==> src/rtl/pwm_dac_if.sv <==
// -----------------------------------------------------------------------------
// pwm_dac_if
// Purpose : valid/ready sample channel that feeds unsigned audio samples into
//           the PWM DAC.
// Signals : sample_valid  producer -> DAC  a sample is present on sample_data
//           sample_data   producer -> DAC  unsigned sample (duty, clocks/frame)
//           sample_ready  DAC -> producer  DAC accepts a sample this cycle
// Modports: master = sample producer, slave = PWM DAC.
// -----------------------------------------------------------------------------
interface pwm_dac_if #(
    parameter int WIDTH = 8
) ();
    logic             sample_valid;
    logic [WIDTH-1:0] sample_data;
    logic             sample_ready;

    modport master (
        output sample_valid,
        output sample_data,
        input  sample_ready
    );

    modport slave (
        input  sample_valid,
        input  sample_data,
        output sample_ready
    );
endinterface

==> src/rtl/pwm_dac.sv <==
// -----------------------------------------------------------------------------
// pwm_dac
// Purpose : converts unsigned WIDTH-bit samples into a 1-bit PWM stream with a
//           frame of 2**WIDTH-1 clocks. One sample is buffered; the duty only
//           changes at frame boundaries so the output never glitches mid-frame.
// Ports   : clk          system clock (posedge)
//           nRst         synchronous active-low reset
//           enable       1 = run PWM, 0 = output low and frame counter parked
//           sample       sample channel (slave side of pwm_dac_if)
//           pwm_out      registered PWM output
//           frame_start  1-cycle pulse on the cycle the duty register loads
//           underrun     1-cycle pulse when a frame starts with no pending sample
// -----------------------------------------------------------------------------
module pwm_dac #(
    parameter int WIDTH = 8
) (
    input  logic       clk,
    input  logic       nRst,
    input  logic       enable,
    pwm_dac_if.slave   sample,
    output logic       pwm_out,
    output logic       frame_start,
    output logic       underrun
);

    // Last count of a frame: the frame runs 0..MAX, i.e. 2**WIDTH-1 clocks.
    localparam logic [WIDTH-1:0] MAX = {{(WIDTH-1){1'b1}}, 1'b0};

    logic [WIDTH-1:0] r_count;
    logic [WIDTH-1:0] r_duty;
    logic [WIDTH-1:0] r_pend_data;
    logic             r_pend_full;

    logic             w_load;
    logic             w_ready;
    logic             w_xfer;
    logic [WIDTH-1:0] w_count_next;
    logic [WIDTH-1:0] w_duty_next;

    // Frame-boundary detect, handshake, and next counter/duty values.
    always_comb begin
        w_load       = 1'b0;
        w_ready      = 1'b0;
        w_xfer       = 1'b0;
        w_count_next = r_count;
        w_duty_next  = r_duty;

        // A parked counter sits at MAX, so the first enabled cycle is a load.
        w_load  = enable && (r_count == MAX);
        // The buffer frees up on a load cycle, so a sample may land there too.
        w_ready = !r_pend_full || w_load;
        w_xfer  = sample.sample_valid && w_ready;

        if (!enable) begin
            w_count_next = MAX;
        end else if (w_load) begin
            w_count_next = {WIDTH{1'b0}};
        end else begin
            w_count_next = r_count + {{(WIDTH-1){1'b0}}, 1'b1};
        end

        if (w_load && r_pend_full) begin
            w_duty_next = r_pend_data;
        end else begin
            w_duty_next = r_duty;
        end
    end

    assign sample.sample_ready = w_ready;

    // State registers: counter, duty, pending buffer and the registered outputs.
    always_ff @(posedge clk) begin
        if (!nRst) begin
            r_count     <= MAX;
            r_duty      <= {WIDTH{1'b0}};
            r_pend_data <= {WIDTH{1'b0}};
            r_pend_full <= 1'b0;
            pwm_out     <= 1'b0;
            frame_start <= 1'b0;
            underrun    <= 1'b0;
        end else begin
            r_count <= w_count_next;
            r_duty  <= w_duty_next;

            // A same-cycle transfer refills the buffer the load just emptied.
            if (w_xfer) begin
                r_pend_data <= sample.sample_data;
                r_pend_full <= 1'b1;
            end else if (w_load) begin
                r_pend_data <= r_pend_data;
                r_pend_full <= 1'b0;
            end else begin
                r_pend_data <= r_pend_data;
                r_pend_full <= r_pend_full;
            end

            // Compare against next-state values so the output tracks the
            // counter exactly one clock behind; duty=MAX+1 never drops at wrap.
            pwm_out     <= enable && (w_count_next < w_duty_next);
            frame_start <= w_load;
            // Judged on the buffer before any same-cycle transfer.
            underrun    <= w_load && !r_pend_full;
        end
    end

endmodule

==> src/flat_wrapper.sv <==
// flat-port wrapper written by rule: the top's interface ports become plain ports
module pwm_dac_flat 
#(
    parameter int WIDTH = 8
)
  (clk, nRst, enable, pwm_out, frame_start, underrun, sample_sample_valid, sample_sample_data, sample_sample_ready);
  pwm_dac_if #(.WIDTH(WIDTH)) sample_i ();
  input  logic clk;
  input  logic nRst;
  input  logic enable;
  output logic pwm_out;
  output logic frame_start;
  output logic underrun;
  input wire logic [$bits(sample_i.sample_valid)-1:0] sample_sample_valid;
  input wire logic [$bits(sample_i.sample_data)-1:0] sample_sample_data;
  output wire logic [$bits(sample_i.sample_ready)-1:0] sample_sample_ready;
  assign sample_i.sample_valid = sample_sample_valid;
  assign sample_i.sample_data = sample_sample_data;
  assign sample_sample_ready = sample_i.sample_ready;
  pwm_dac #(.WIDTH(WIDTH)) u_core (.clk(clk), .nRst(nRst), .enable(enable), .sample(sample_i), .pwm_out(pwm_out), .frame_start(frame_start), .underrun(underrun));
endmodule
==> config.mk <==
export PLATFORM = sky130hd
export DESIGN_NAME = pwm_dac_flat
export DESIGN_NICKNAME = d
export VERILOG_FILES = /design/src/rtl/pwm_dac_if.sv /design/src/rtl/pwm_dac.sv /design/src/flat_wrapper.sv
export SDC_FILE = /design/constraint.sdc
export NUM_CORES = 1
export LEC_CHECK = 0
export ABC_AREA = 1
export BUFFER_PORTS_ARGS = -buffer_cell sky130_fd_sc_hd__buf_2
export CORE_MARGIN = 2
export CORE_UTILIZATION = 45
export DETAILED_ROUTE_END_ITERATION = 10
export SETUP_SLACK_MARGIN = 0.1
export SLEW_MARGIN = 20
export SYNTH_ARGS = -nofsm -noshare
export SYNTH_HDL_FRONTEND = slang
export SYNTH_SLANG_ARGS = --single-unit
==> constraint.sdc <==
create_clock -name clk -period 2 [get_ports clk]
set_input_delay 0.4 -clock clk [delete_from_list [all_inputs] [get_ports clk]]
set_output_delay 0.4 -clock clk [all_outputs]
set_load 0.02 [all_outputs]
[Word level (Yosys, flattened, before mapping)]
Cells that the tools add are included.
Cells by class
  order comparisons: 1
  mux-type cells: 5
  equality and inequality tests: 1
  add/subtract/negate cells: 1
  reductions and logical operators: 8
Operators with widths (count)
  two-way mux 8 bit: 3
  adder 8 x 1 -> 8 bit (second input constant): 1
  equality test 8 bit (second input constant): 1
  < comparator 8 bit: 1
  logical AND 1 bit: 5
  two-way mux 1 bit: 2
  nonzero test 2 bit: 1
  zero test 1 bit: 1
  logical OR 1 bit: 1
Word-level totals
  register bits: 28
  bits of input ports: 12
  output and inout port bits: 4

[Logic depth before layout (Yosys ltp)]
  word-level depth: 6
  depth in mapped cells: 15

[Worst setup path after synthesis]
OpenSTA, ideal clock, no wires.
  path type: register to register
  from: register u_core.r_count[0]
  to: register u_core.pwm_out
  library setup time: 66 ps
  path slack: 174 ps
  data arrival time: 1759 ps
  data required time: 1934 ps
  stages on the path, launching flop included: 12
  path buffers: 0
  path through: dfxtp_1 -> inv_1 -> ha_1 -> nand2_4 -> nor2_8 -> nand2_2 -> a31oi_1 -> inv_1 -> ha_1 -> a211oi_1 -> nand3_1 -> a21oi_2
On the way
  word-level cells in the longest chain between the ends: 6
  elaborated cells between the ends (all ways): 9
  those cells by class: 1 x add/sub; 1 x order compare; 1 x eq/ne; 3 x mux; 3 x reduce/logical
RTL lines
  start, declared: line pwm_dac.sv:29  | logic [WIDTH-1:0] r_count;
  start signal, assigned: line pwm_dac.sv:82  | r_count <= w_count_next;
  parallel branches: the longest is 2 deep, another holds adder 8 x 1 -> 8 bit
  two-way mux 8 bit *: line pwm_dac.sv:56  | end else if (w_load) begin
  two-way mux 8 bit *: line pwm_dac.sv:54  | if (!enable) begin
  named net u_core.w_count_next[7]: line pwm_dac.sv:37  | logic [WIDTH-1:0] w_count_next;
  < comparator 8 bit *: line pwm_dac.sv:99  | pwm_out <= enable && (w_count_next < w_duty_next);
  logical AND 1 bit *: line pwm_dac.sv:99
  end signal, assigned: line pwm_dac.sv:99
  end, declared: line pwm_dac.sv:21  | output logic pwm_out,
Mark *: on every way through the listed nets, which the timed path passes.
A chain may end at the register's enable or synchronous reset.

[Worst setup path after layout]
  from: register u_core.r_count[0]
  to: register u_core.pwm_out
On the way
  word-level cells in the longest chain between the ends: 6
  elaborated cells between the ends (all ways): 9
  those cells by class: 1 x add/sub; 1 x order compare; 1 x eq/ne; 3 x mux; 3 x reduce/logical
RTL lines (line)
  parallel branches: the longest is 4 deep, another holds adder 8 x 1 -> 8 bit
  < comparator 8 bit *: pwm_dac.sv:99
  logical AND 1 bit *: pwm_dac.sv:99
Mark *: on every way between the ends.

==> impl_results.rst <==
.. list-table::
   :header-rows: 1

   * - Metric
     - Value
   * - PortBufs
     - 15
   * - Fin. max-slew vios
     - 0
   * - Seq/Total Area, Yosys
     - a little over two fifths
   * - Number of distinct library cell variants in the gate-level netlist after synthesis
     - 26
   * - Post-Syn Nets
     - between 150 and 200
   * - Top Ports
     - 16
   * - Final Hold Slack
     - roughly 0.29 ns
   * - Number of core rows
     - 19
   * - Root buffer cell
     - sky130_fd_sc_hd__clkbuf_4
   * - Clock buffer count from CTS
     - 3
   * - Setup Skew
     - between 0.006 and 0.007 ns
   * - Total negative slack
     - 0 ns
   * - DRC violation count after routing
     - 0
   * - Warnings, synthesis
     - 0
   * - Floorplan die width
     - ~58 um
   * - Core outline area
     - 2760 sq um
   * - Length of the first detailed-routing pass in iterations
     - 6
   * - Height of the chip
     - between 50 and 60 um
   * - Destination of the worst hold path
     - u_core.r_pend_data[6]
   * - Leakage power
     - 0.000782 uW
   * - Crit path capture type
     - flop
   * - Worst Hold Depth
     - 3
   * - Worst slew margin relative to its limit
     - 76.1%
   * - Reg2Reg Launch Point
     - u_core.r_count[0]
   * - Clock tree from TritonCTS
     - yes
   * - Clk sinks
     - 28
   * - PwrDens
     - between 800 and 900 nW/um^2
   * - Wire length of the first global-routing pass
     - about 4.2 mm
   * - Worst-Margin Slew
     - around 0.36 ns
   * - Overall die area
     - about 3400 sq um
   * - Initial core utilization
     - a little under half
   * - Cell count after synthesis
     - 162
   * - Xor and xnor fraction of the mapped netlist area
     - 0%
   * - Required time at the worst-slack endpoint
     - 2.28 ns
   * - Count of endpoints failing hold in the final timing report
     - 0
   * - Largest family of logic cells by synthesized area
     - simple AND/OR/NAND/NOR gates
   * - Mapped cell area
     - 1310 sq um
   * - Compound-Gate Fraction of Synth Area
     - 9.15%
   * - Setup repair after global routing missed its margin
     - yes
   * - CP Cell Sequence
     - inv_2 -> ha_4 -> nand2_4 -> nor2_8 -> nand3_4 -> buf_6 -> mux2i_1 -> ha_1 -> nand2_1 -> nor2_1 -> a21oi_2
   * - Number of global-route vias before repair
     - slightly above 1,000
   * - Longest Clk Path Bufs
     - 2
   * - Worst reg2reg endpoint
     - u_core.pwm_out
   * - Worst hold start
     - sample_sample_data[6]
   * - Largest fanout of any net on the critical path
     - 7
   * - Category of the critical setup timing path
     - reg2reg
   * - Register area
     - around 570 sq um
   * - Routed wire length
     - ~2.6 mm
   * - Run status
     - finished clean
   * - Register bit count reported by yosys
     - 28
   * - Arrival time at the worst endpoint
     - 2.16 ns
   * - Peak VDD IR
     - between 0.0004 and 0.0005 V
   * - Delay of the slowest cell on the worst path
     - 0.36 ns
   * - Routed via count
     - between 1,000 and 1,500
   * - Proportion of layout cells with a drive suffix above 1
     - between 30 and 40%
   * - Overflow left after global routing
     - 0
   * - Drt wl/cell
     - between 10 and 15 um
   * - Final estimated routing congestion in global placement
     - between 0.8 and 0.9
   * - Post-synthesis to final-layout area growth
     - 28.9%
   * - Slowest CP cell
     - sky130_fd_sc_hd__dfxtp_2
   * - Detailed placement HPWL
     - 1.93 mm
   * - Number of antenna violations at the first check in global routing
     - 0
   * - Clock latency at the later pin of the worst-skew pair
     - about 0.32 ns
   * - Share of the clock period used by the worst path after layout
     - roughly 94%
   * - R2R setup slack
     - ~0.12 ns
   * - Path type of the worst min-delay path
     - in2reg
   * - Synthesized-area fraction occupied by and/or/nand/nor cells
     - roughly 28%
   * - Final period demand of the worst path
     - 1.88 ns
   * - Final nets
     - between 200 and 250
   * - Filler Cells Inserted
     - around 250
   * - Final setup viols
     - 0
   * - Share of synthesized cell area in full adder, half adder and majority cells
     - roughly 8.6%
   * - Startpoint type of the worst setup path
     - flop
   * - Via density per instance
     - ~5
   * - Iteration-0 DRC Markers
     - 31
   * - Maximum number of pins on one net before global-route repair
     - 16
   * - Global Route Usage Sum
     - roughly 16%
   * - Combined area of the multi-input logic cells
     - 806 sq um
   * - Synthesized area per cell
     - 8.10 sq um
   * - Max-cap check violation count
     - 0
   * - Portion of netlist area occupied by mux cells
     - between 5 and 6%
   * - FMAX
     - 531 MHz
   * - Ant. Diodes
     - 0
   * - Number of nets with antenna violations after routing
     - 0
   * - Depth of the worst register-to-register path
     - 11
   * - Maximum level of the CTS H-tree
     - 1
   * - Clock slew seen by the registers of the worst setup and hold paths
     - about 0.15 ns
## logic make-up after synthesis
kind of cell	Yosys count
and+or+nand+nor	77
AOI/OAI and AO/OA	22
adders and majority gates	9
buffers and inverters	19
DFF	28
muxes	7
## cell type report
type / count / area share [%]
inverters: 15 / 3.33
repair buffers: 28 / 11.0
well taps: 31 / 2.29
multi-input cells: 115 / 47.6
clock buffers: 4 / 2.14
flip-flops and latches: 28 / 33.6
## cell usage after synthesis
| cell | number | area, sq um |
|---|---|---|
| sky130_fd_sc_hd__ha_1 | 9 | 113 |
| sky130_fd_sc_hd__dfxtp_1 | 28 | 561 |
| sky130_fd_sc_hd__o21bai_1 | 1 | 7.51 |
| sky130_fd_sc_hd__inv_1 | 14 | 52.6 |
| sky130_fd_sc_hd__a21oi_2 | 1 | 8.76 |
| sky130_fd_sc_hd__a21oi_1 | 5 | 25.0 |
| sky130_fd_sc_hd__buf_6 | 1 | 11.3 |
| sky130_fd_sc_hd__nand3_4 | 1 | 17.5 |
| sky130_fd_sc_hd__buf_4 | 1 | 7.51 |
| sky130_fd_sc_hd__o21ai_1 | 8 | 40.0 |
| sky130_fd_sc_hd__nand3_1 | 7 | 35.0 |
| sky130_fd_sc_hd__nand2_4 | 1 | 11.3 |
| sky130_fd_sc_hd__nor3_1 | 1 | 5.00 |
| sky130_fd_sc_hd__nand2_2 | 5 | 31.3 |
| sky130_fd_sc_hd__mux2i_1 | 7 | 70.1 |
| sky130_fd_sc_hd__a31oi_1 | 1 | 6.26 |
| sky130_fd_sc_hd__nor2_8 | 1 | 20.0 |
| sky130_fd_sc_hd__clkbuf_1 | 2 | 7.51 |
| sky130_fd_sc_hd__nand2_1 | 28 | 105 |
| sky130_fd_sc_hd__a211oi_1 | 1 | 7.51 |
| sky130_fd_sc_hd__nor2_4 | 1 | 11.3 |
| sky130_fd_sc_hd__or2_2 | 2 | 12.5 |
| sky130_fd_sc_hd__o21ai_0 | 5 | 25.0 |
| sky130_fd_sc_hd__clkinv_1 | 1 | 3.75 |
| sky130_fd_sc_hd__nand4_1 | 2 | 12.5 |
| sky130_fd_sc_hd__nor2_1 | 28 | 105 |
## through the flow
step / util, % / area (sq um) / setup slack, ns / total power, uW / cells
final: 61.3 / 1690 / 0.116 / 1360 / 221
after global placement: 51.6 / 1420 / 0.0546 / 968 / 207
after global routing: 61.3 / 1690 / 0.0137 / 1450 / 221
after detailed placement: 51.6 / 1420 / 0.00509 / 978 / 207
after floorplan: - / 1310 / 0.174 / 894 / 162
after CTS: 57.1 / 1570 / 0.0873 / 1320 / 218
## sequential cells by signal (all words and copies together), names as in the netlist
signal	cells
u_core.pwm_out	1
u_core.r_duty	8
u_core.r_pend_data	8
u_core.frame_start	1
u_core.r_pend_full	1
u_core.underrun	1
u_core.r_count	8
## critical path, delay by kind of cell (launching register included)
family | cells | cell delay [ns]
compound gates | 1 | 0.12
flops | 1 | 0.36
buf+inv | 2 | 0.25
mux | 1 | 0.24
fa+ha+maj | 2 | 0.42
simple gates | 5 | 0.46
## layout by cell type, fill, tap and decap left out, drive strengths merged
master | synthesis | routed
a211oi | 1 | 1
a21oi | 6 | 6
a31oi | 1 | 1
buf | 2 | 28
clkbuf | 2 | 4
clkinv | 1 | 1
dfxtp | 28 | 28
ha | 9 | 9
inv | 14 | 14
mux2i | 7 | 7
nand2 | 34 | 34
nand3 | 8 | 8
nand4 | 2 | 2
nor2 | 30 | 30
nor3 | 1 | 1
o21ai | 13 | 13
o21bai | 1 | 1
or2 | 2 | 2
## per-layer routing
metal	global-route usage, %	part of all wire (%)	vias up
met5	0	0	-
met4	6.64	1.8	0
met3	2.23	2.4	6
met2	27.3	50	16
met1	20.3	46	494
li1	-	-	580
## worst max-delay path by stage
stage	startpoint	end	slack [ns]	cells after the start
4_1_cts	u_core.r_count[0]	u_core.pwm_out	0.09	10
3_3_place_gp	u_core.r_count[0]	u_core.pwm_out	0.05	10
5_1_grt	u_core.r_count[0]	u_core.pwm_out	0.01	10
2_1_floorplan	u_core.r_count[0]	u_core.pwm_out	0.17	11
3_5_place_dp	u_core.r_count[0]	u_core.pwm_out	0.005	10
6_report	u_core.r_count[0]	u_core.pwm_out	0.12	11
## what timing repair did
action | 4_1_cts | 5_1_grt
resized for setup | 19 | 18
setup endpoints to repair | 2 | 2
setup buffers | 7 | 3
hold buffers | 0 | 0
gates cloned | 0 | 0
pin swaps | 2 | 12
## power by group
group / switching, uW / leakage [uW] / internal (uW) / total [uW]
clock network: 163 / 0.0000210 / 111 / 274
logic: 245 / 0.000532 / 197 / 441
registers: 35.2 / 0.000229 / 605 / 641
No activity file was read; power rests on OpenSTA's default activity.
